File: src/rtl/dram_cmd_seq.sv
// Purpose: single-bank DRAM command sequencer (PRE/ACT/RD/WR) with open-row tracking.
// Latency: row hit -> command 1 cycle after accept; closed row +TRCD; row miss +TRP+TRCD.
// Backpressure: req_ready is high only in IDLE; one access in flight at a time.
// Ports: ACLK/ARESET (sync, active-high); req_* request in; rsp_* one-cycle
//        response pulses; idle mirrors the IDLE state; DRAM_* pins out, DRAM_Q/DRAM_valid in.
module dram_cmd_seq #(
    parameter int TRP        = 5,
    parameter int TRCD       = 5,
    parameter int TWR        = 5,
    parameter int RD_TIMEOUT = 63
) (
    input  logic        ACLK,
    input  logic        ARESET,
    input  logic        req_valid,
    output logic        req_ready,
    input  logic        req_write,
    input  logic [20:0] req_addr,
    input  logic [31:0] req_wdata,
    input  logic [3:0]  req_wen,
    output logic        rsp_rvalid,
    output logic [31:0] rsp_rdata,
    output logic        rsp_wdone,
    output logic        rsp_err,
    output logic        idle,
    output logic        DRAM_CSn,
    output logic        DRAM_RASn,
    output logic        DRAM_CASn,
    output logic [3:0]  DRAM_WEn,
    output logic [10:0] DRAM_A,
    output logic [31:0] DRAM_D,
    input  logic [31:0] DRAM_Q,
    input  logic        DRAM_valid
);

    typedef enum logic [2:0] {IDLE, PRE, ACT, RD, RD_WAIT, WR, WR_REC, RSP} state_t;

    // Wait counts are loaded as N-1: the command cycle itself is the first of N.
    localparam logic [5:0] TRP_LD  = 6'(TRP - 1);
    localparam logic [5:0] TRCD_LD = 6'(TRCD - 1);
    localparam logic [5:0] TWR_LD  = 6'(TWR - 1);
    localparam logic [5:0] RDTO_LD = 6'(RD_TIMEOUT - 1);

    state_t      state;
    logic [5:0]  cnt;
    logic [10:0] open_row;
    logic        row_open;
    logic        wr_q;
    logic [20:0] addr_q;
    logic [31:0] wdata_q;
    logic [3:0]  wen_q;

    logic        accept;
    logic        row_hit;
    logic        issue_act;
    logic        issue_col;
    logic [10:0] req_row;
    logic [10:0] act_row;
    logic        cur_write;
    logic [9:0]  cur_col;
    logic [31:0] cur_wdata;
    logic [3:0]  cur_wen;

    assign req_ready = (state == IDLE);
    assign idle      = (state == IDLE);
    assign accept    = (state == IDLE) && req_valid;
    assign req_row   = req_addr[20:10];
    assign row_hit   = row_open && (req_row == open_row);

    // ACT/column commands are issued either straight from IDLE (using the live
    // request) or at the end of a PRE/ACT wait (using the latched request).
    assign issue_act = (accept && !row_open) || (state == PRE && cnt == '0);
    assign issue_col = (accept && row_hit) || (state == ACT && cnt == '0);
    assign act_row   = (state == IDLE) ? req_row   : addr_q[20:10];
    assign cur_write = (state == IDLE) ? req_write : wr_q;
    assign cur_col   = (state == IDLE) ? req_addr[9:0] : addr_q[9:0];
    assign cur_wdata = (state == IDLE) ? req_wdata : wdata_q;
    assign cur_wen   = (state == IDLE) ? req_wen   : wen_q;

    always_ff @(posedge ACLK) begin
        if (ARESET) begin
            state      <= IDLE;
            cnt        <= '0;
            open_row   <= '0;
            row_open   <= 1'b0;
            wr_q       <= 1'b0;
            addr_q     <= '0;
            wdata_q    <= '0;
            wen_q      <= 4'hF;
            rsp_rvalid <= 1'b0;
            rsp_wdone  <= 1'b0;
            rsp_err    <= 1'b0;
            rsp_rdata  <= '0;
            DRAM_CSn   <= 1'b1;
            DRAM_RASn  <= 1'b1;
            DRAM_CASn  <= 1'b1;
            DRAM_WEn   <= 4'hF;
            DRAM_A     <= '0;
            DRAM_D     <= '0;
        end else begin
            // Default every cycle is a NOP; A and D keep their last value.
            DRAM_CSn   <= 1'b0;
            DRAM_RASn  <= 1'b1;
            DRAM_CASn  <= 1'b1;
            DRAM_WEn   <= 4'hF;
            rsp_rvalid <= 1'b0;
            rsp_wdone  <= 1'b0;
            rsp_err    <= 1'b0;

            case (state)
                IDLE: begin
                    if (accept) begin
                        wr_q    <= req_write;
                        addr_q  <= req_addr;
                        wdata_q <= req_wdata;
                        wen_q   <= req_wen;
                        if (row_open && !row_hit) begin
                            state     <= PRE;
                            cnt       <= TRP_LD;
                            DRAM_RASn <= 1'b0;
                            DRAM_WEn  <= 4'b0000;
                            DRAM_A    <= open_row;
                        end
                    end
                end
                PRE: if (cnt != '0) cnt <= cnt - 6'd1;
                ACT: if (cnt != '0) cnt <= cnt - 6'd1;
                RD: begin
                    state <= RD_WAIT;
                    cnt   <= RDTO_LD;
                end
                RD_WAIT: begin
                    if (DRAM_valid) begin
                        rsp_rdata  <= DRAM_Q;
                        rsp_rvalid <= 1'b1;
                        state      <= RSP;
                    end else if (cnt == '0) begin
                        // Data never came back: the row state is unknown, force a re-ACT.
                        rsp_err  <= 1'b1;
                        row_open <= 1'b0;
                        state    <= IDLE;
                    end else begin
                        cnt <= cnt - 6'd1;
                    end
                end
                WR, WR_REC: begin
                    if (cnt == '0) begin
                        rsp_wdone <= 1'b1;
                        state     <= RSP;
                    end else begin
                        cnt   <= cnt - 6'd1;
                        state <= WR_REC;
                    end
                end
                RSP:     state <= IDLE;
                default: state <= IDLE;
            endcase

            if (issue_act) begin
                state     <= ACT;
                cnt       <= TRCD_LD;
                open_row  <= act_row;
                row_open  <= 1'b1;
                DRAM_RASn <= 1'b0;
                DRAM_A    <= act_row;
            end

            if (issue_col) begin
                DRAM_CASn <= 1'b0;
                DRAM_A    <= {1'b0, cur_col};
                if (cur_write) begin
                    state    <= WR;
                    cnt      <= TWR_LD;
                    DRAM_WEn <= cur_wen;
                    DRAM_D   <= cur_wdata;
                end else begin
                    state <= RD;
                end
            end
        end
    end

endmodule

File: config.mk
export PLATFORM = sky130hd
export DESIGN_NAME = dram_cmd_seq
export DESIGN_NICKNAME = d
export VERILOG_FILES = /design/src/rtl/dram_cmd_seq.sv
export SDC_FILE = /design/constraint.sdc
export NUM_CORES = 1
export LEC_CHECK = 0
export ABC_AREA = 1
export CAP_MARGIN = 20
export CORE_UTILIZATION = 60
export DETAILED_ROUTE_END_ITERATION = 7
export DONT_BUFFER_PORTS = 1
export MAX_ROUTING_LAYER = met4
export PLACE_DENSITY = 0.75
export SLEW_MARGIN = 20
export SYNTH_ARGS = -nofsm -noshare
export SYNTH_HDL_FRONTEND = slang
export SYNTH_SLANG_ARGS = --single-unit
File: constraint.sdc
create_clock -name ACLK -period 5.3 [get_ports ACLK]
set_input_delay 1.06 -clock ACLK [delete_from_list [all_inputs] [get_ports ACLK]]
set_output_delay 1.06 -clock ACLK [all_outputs]
set_load 0.02 [all_outputs]
==> After elaboration in Yosys (flattened, before gate mapping) <==
Index checks and enable logic that the tools add are counted.
{ "classes": {"n_eq_ne": 12, "reduce_logical": 36, "n_mux": 45, "add_sub_neg": 1, "bitwise": 2} }
{ "op_table": {"columns": ["cell", "count"], "rows": [
  ["11-bit two-way mux", 5],
  ["6-bit two-way mux", 8],
  ["32-bit two-way mux", 1],
  ["6-bit case mux with 5 select lines", 1],
  ["4-bit two-way mux", 6],
  ["3-bit two-way mux", 7],
  ["10-bit two-way mux", 2],
  ["3-bit case mux with 5 select lines", 1],
  ["1-bit two-way mux", 14],
  ["3-bit equality test (second input constant)", 4],
  ["11-bit equality test", 1],
  ["2-bit nonzero test", 5],
  ["2-bit OR reduction", 5],
  ["3-bit AND reduction", 3],
  ["3-bit nonzero test", 3],
  ["4-bit by 1-bit != test with 1-bit output (second input constant)", 2],
  ["1-bit logical AND", 7],
  ["7-bit nonzero test", 1],
  ["3-bit by 2-bit equality test with 1-bit output (second input constant)", 2],
  ["6-bit logical NOT", 1],
  ["2-bit AND reduction", 3],
  ["6-bit nonzero test", 1],
  ["6-bit by 1-bit subtractor with 6-bit output (second input constant)", 1],
  ["5-bit != test (second input constant)", 1],
  ["other kinds (8)", 11]
]} }
{ "word_totals": {"reg_bits": 164, "elab_cells": 115, "inputBits": 94} }

==> Logic depth before layout (Yosys ltp) <==
{ "depth": {"word_depth": 10, "ltp_mapped": 14} }

==> Worst setup path after synthesis <==
OpenSTA, ideal clock, no wires.
{ "synth_path": {"path_kind": "register to output", "start": "register state[0]", "end": "output req_ready", "arrival_time_ps": 1448, "n_path_buf": 3, "path_slack_ps": 2792, "path_stages_with_launch": 7, "cell_sequence": "dfxtp_1 nor2_2 inv_2 nor2_8 buf_2 clkbuf_1 buf_4"} }
{ "synth_via": {"elab_chain_len": 1} }
{ "synth_rtl": {"columns": ["element", "line_no", "rtl"], "rows": [
  ["start: declaration", "43", "state_t state;"],
  ["start signal: assignment", "81", "state <= IDLE;"],
  ["start signal: assignment", "117", "state <= PRE;"],
  ["start signal: assignment", "128", "state <= RD_WAIT;"],
  ["3-bit logical NOT", null, null],
  ["end: declaration", "15", "output logic req_ready,"]
]} }
Every way passes these cells.

==> Worst setup path after layout <==
{ "layout_path": {"start": "register state[0]", "end": "register DRAM_D[10]"} }
{ "layout_via": {"elab_chain_len": 5} }
{ "layout_rtl": {"columns": ["element", "line_no", "rtl"], "rows": [
  ["3-bit logical NOT (*)", null, null],
  ["named net idle", "24", "output logic idle,"],
  ["1-bit logical AND", "65", "assign accept = (state == IDLE) && req_valid;"],
  ["1-bit logical AND", "72", "assign issue_col = (accept && row_hit) || (state == ACT && cnt == '0);"],
  ["1-bit logical OR", "72", null],
  ["2-bit AND reduction (no source line)", null, null],
  ["end signal: assignment", "174", "DRAM_D <= cur_wdata;"],
  ["end: declaration", "30", "output logic [31:0] DRAM_D,"]
]} }
Mark *: on every way through the listed nets, which the timed path passes. The rest lies on a longest branch.
A chain may end at the register's enable or synchronous reset.

==> results.py <==
metrics = {
    "setup_path": {
        "rr_worst_depth": 11,
        "crit_path_start_kind": "register",
        "critPathKind": "reg2reg",
        "r2r_start": "state[0]",
        "startpoint": "state[0]",
        "setup.worst_path.end": "DRAM_D[10]",
        "worstPathRequired_ns": 5.66,
        "crit_path_end_kind": "register",
        "critPathMaxFanout": 53,
        "cp.arrival_ns": 3.76,
        "r2r-end": "DRAM_D[10]",
        "r2r_slack_ns": 1.90,
    },
    "yosys": {
        "synth.largest_area_cell": "dfxtp_1",
        "synth_edf_count": 0,
        "synth.top_cell.area_share_pct": 46.9,
        "syn_area_mm2": 0.00700,
        "synth_area_per_cell_um2": 6.95,
        "syn-num-nets": 1102,
        "yosys.cell_types.count": 33,
        "yosys_warnings": 0,
        "yosys-top-cells-area": "dfxtp_1 47%, nand2_1 20%, a21oi_1 7.1%, nor2_1 5.0%, o21ai_0 4.3%",
        "syn-instance-count": 1007,
        "ys_ff_latch": 164,
        "ys_async_sr_fraction_pct": 0,
        "synth_seq_area_share_pct": 46.9,
        "synth_ff_type": "dfxtp_1",
    },
    "sta": {
        "whs_ns": 0.449,
        "max-slew-margin-rel_pct": 38.1,
        "hold_viol_final": 0,
        "max_freq_mhz": 294,
        "finalSetupTns_ns": 0,
        "setup-violations-final": 0,
        "min_period_ns": 3.40,
        "tightest_slew_ns": 0.928,
        "post-route-period-util_pct": 64.1,
        "clock_skew_ns": 0.00655,
        "drv_slew": 0,
        "rsz0062_at_grt": "false",
    },
    "route": {
        "final_antenna_net_count": 0,
        "drtIter0Drc": 471,
        "wirelength_um": 16300,
        "drt-pass1-iter-count": 5,
        "vias_per_cell": 5.43,
        "post_drt_wl_per_cell_um": 14.5,
        "num_vias": 6091,
        "route.detailed.drc": 0,
    },
    "die": {
        "io_pins": 181,
        "fp.coreArea_mm2": 0.0114,
        "die_h_um": 110,
        "die_width_um": 110,
        "die_area_mm2": 0.0121,
        "rows": 39,
        "start_util_pct": 61.6,
    },
    "cells_and_area": {
        "postLayoutCoreUtil_pct": 65.7,
        "drive_gt1_share_pct": 5.31,
        "syn2layout_area_growth_pct": 6.77,
        "final_common_cell": "nand2_1",
        "final_area_mm2": 0.00747,
        "finalNetCount": 1062,
        "antenna_cells": 0,
        "final_cell_mix": "364 x nand2_1, 164 x dfxtp_1, 100 x a21oi_1, 94 x nor2_1, 60 x o21ai_0",
    },
    "clocking": {
        "clk_latency_ns": 0.43,
        "postCtsSetupBuffers": 0,
        "htreeDepth": 4,
        "worst_setup_hold_path_clk_slew_ns": 0.06,
        "cts_root_buffer": "clkbuf_16",
        "cts_resized": 0,
        "tritoncts": "built",
        "hold_buffers": 0,
        "cts.path.max_buffers": 2,
        "clock_sink_count": 164,
        "numCtsBuffers": 17,
    },
    "grt": {
        "grt.overflow.total": 0,
        "track_usage_pct": 28.9,
        "grt_max_degree": 107,
        "antenna_found_initial": 0,
        "grt_first_pass_wirelength_um": 26000,
        "grt_pass1_vias": 5424,
    },
    "outcome": {
        "status": "complete, no violations",
    },
    "worst_hold_path": {
        "hp-class": "reg2reg",
    },
    "job": {
        "max_cap_violations": 0,
    },
    "power": {
        "ir_worst_vdd_v": 0.000494,
        "powerDensity_mw_per_mm2": 617,
        "p_leak_uw": 0.00310,
    },
    "placed_design": {
        "gp_congestion": 0.855,
        "hpwl_um": 10500,
        "port_buffers": 0,
        "placed_cell_area_mm2": 0.00690,
    },
}
==> where the power goes <==
| group | internal [uW] | leakage, uW | switching (uW) |
|---|---|---|---|
| Clock | 712 | 0.000268 | 477 |
| Sequential | 1490 | 0.00134 | 275 |
| Combinational | 513 | 0.00150 | 1140 |
| Total | 2720 | 0.00310 | 1900 |
==> sequential cells by signal, indices dropped and copies added, names as in the netlist <==
| signal | cells |
|---|---|
| DRAM_CASn | 1 |
| rsp_rvalid | 1 |
| DRAM_D | 32 |
| wen_q | 4 |
| addr_q | 21 |
| row_open | 1 |
| rsp_rdata | 32 |
| open_row | 11 |
| DRAM_RASn | 1 |
| wdata_q | 32 |
| DRAM_WEn | 4 |
| rsp_wdone | 1 |
| state | 3 |
| DRAM_CSn | 1 |
| cnt | 6 |
| DRAM_A | 11 |
| rsp_err | 1 |
| wr_q | 1 |
==> how the worst min path moves through the flow <==
stage / startpoint / endpoint / slack (ns) / cells after the start
final: wdata_q[31] / wdata_q[31] / 0.45 / 2
after global routing: wdata_q[1] / wdata_q[1] / 0.47 / 2
after CTS: wdata_q[31] / wdata_q[31] / 0.45 / 2
after detailed placement: wdata_q[31] / wdata_q[31] / 0.45 / 2
after global placement: wdata_q[31] / wdata_q[31] / 0.44 / 2
after floorplan: wdata_q[31] / wdata_q[31] / 0.42 / 2
==> cell usage after synthesis (all sizes together), types with 2 or more instances <==
master,count
a21oi,100
a31oi,10
buf,22
clkbuf,40
dfxtp,164
inv,62
nand2,369
nand3,29
nand3b,10
nand4,4
nor2,98
nor3,3
o211ai,11
o21ai,72
or2,2
xnor2,5
==> per-layer routing <==
metal	part of all wire, %	global-route usage, %
met3	9.3	9.88
met2	46	43.9
met5	0	-
met1	43	35.0
met4	2.4	12.2
==> layout make-up <==
cell class	count	area, um2
Timing Repair Buffer	3	22.5
Multi-Input combinational cell	718	3180
Clock inverter	9	105
Tap cell	143	179
Inverter	63	238
Fill cell	1024	3890
Sequential cell	164	3280
Clock buffer	22	464
==> worst max-delay path, stage by stage, from the launching register on <==
cell	delay, ns
dfxtp_1	0.34
nor2_2	0.13
inv_2	0.09
nor2_8	0.33
nand2_4	0.43
nor2_2	0.25
nand3_2	0.11
nand2_2	0.24
nand2_2	0.48
inv_2	0.61
nor2_1	0.10
nor2_1	0.12
==> metrics by stage <==
step | power (uW) | std cells | worst slack [ns]
after floorplan | 3140 | 1007 | 2.79
after global placement | 3400 | 1091 | 1.95
after detailed placement | 3420 | 1091 | 1.87
after CTS | 4620 | 1122 | 1.90
after global routing | 4970 | 1122 | 1.54
final | 4610 | 1122 | 1.90
==> logic make-up (layout without fill, tap and decap cells) <==
| kind of cell | count (synthesis) | count (layout) | share of synthesized area, % |
|---|---|---|---|
| AOI/OAI and AO/OA | 196 | 196 | 14.9 |
| xor gates and xnor gates | 6 | 6 | 0.751 |
| adders and majority gates | 1 | 1 | 0.179 |
| buffers and inverters | 125 | 97 | 7.63 |
| DFF | 164 | 164 | 46.9 |
| and+or+nand+nor | 515 | 515 | 29.6 |
(Power assumes the default switching activity.)
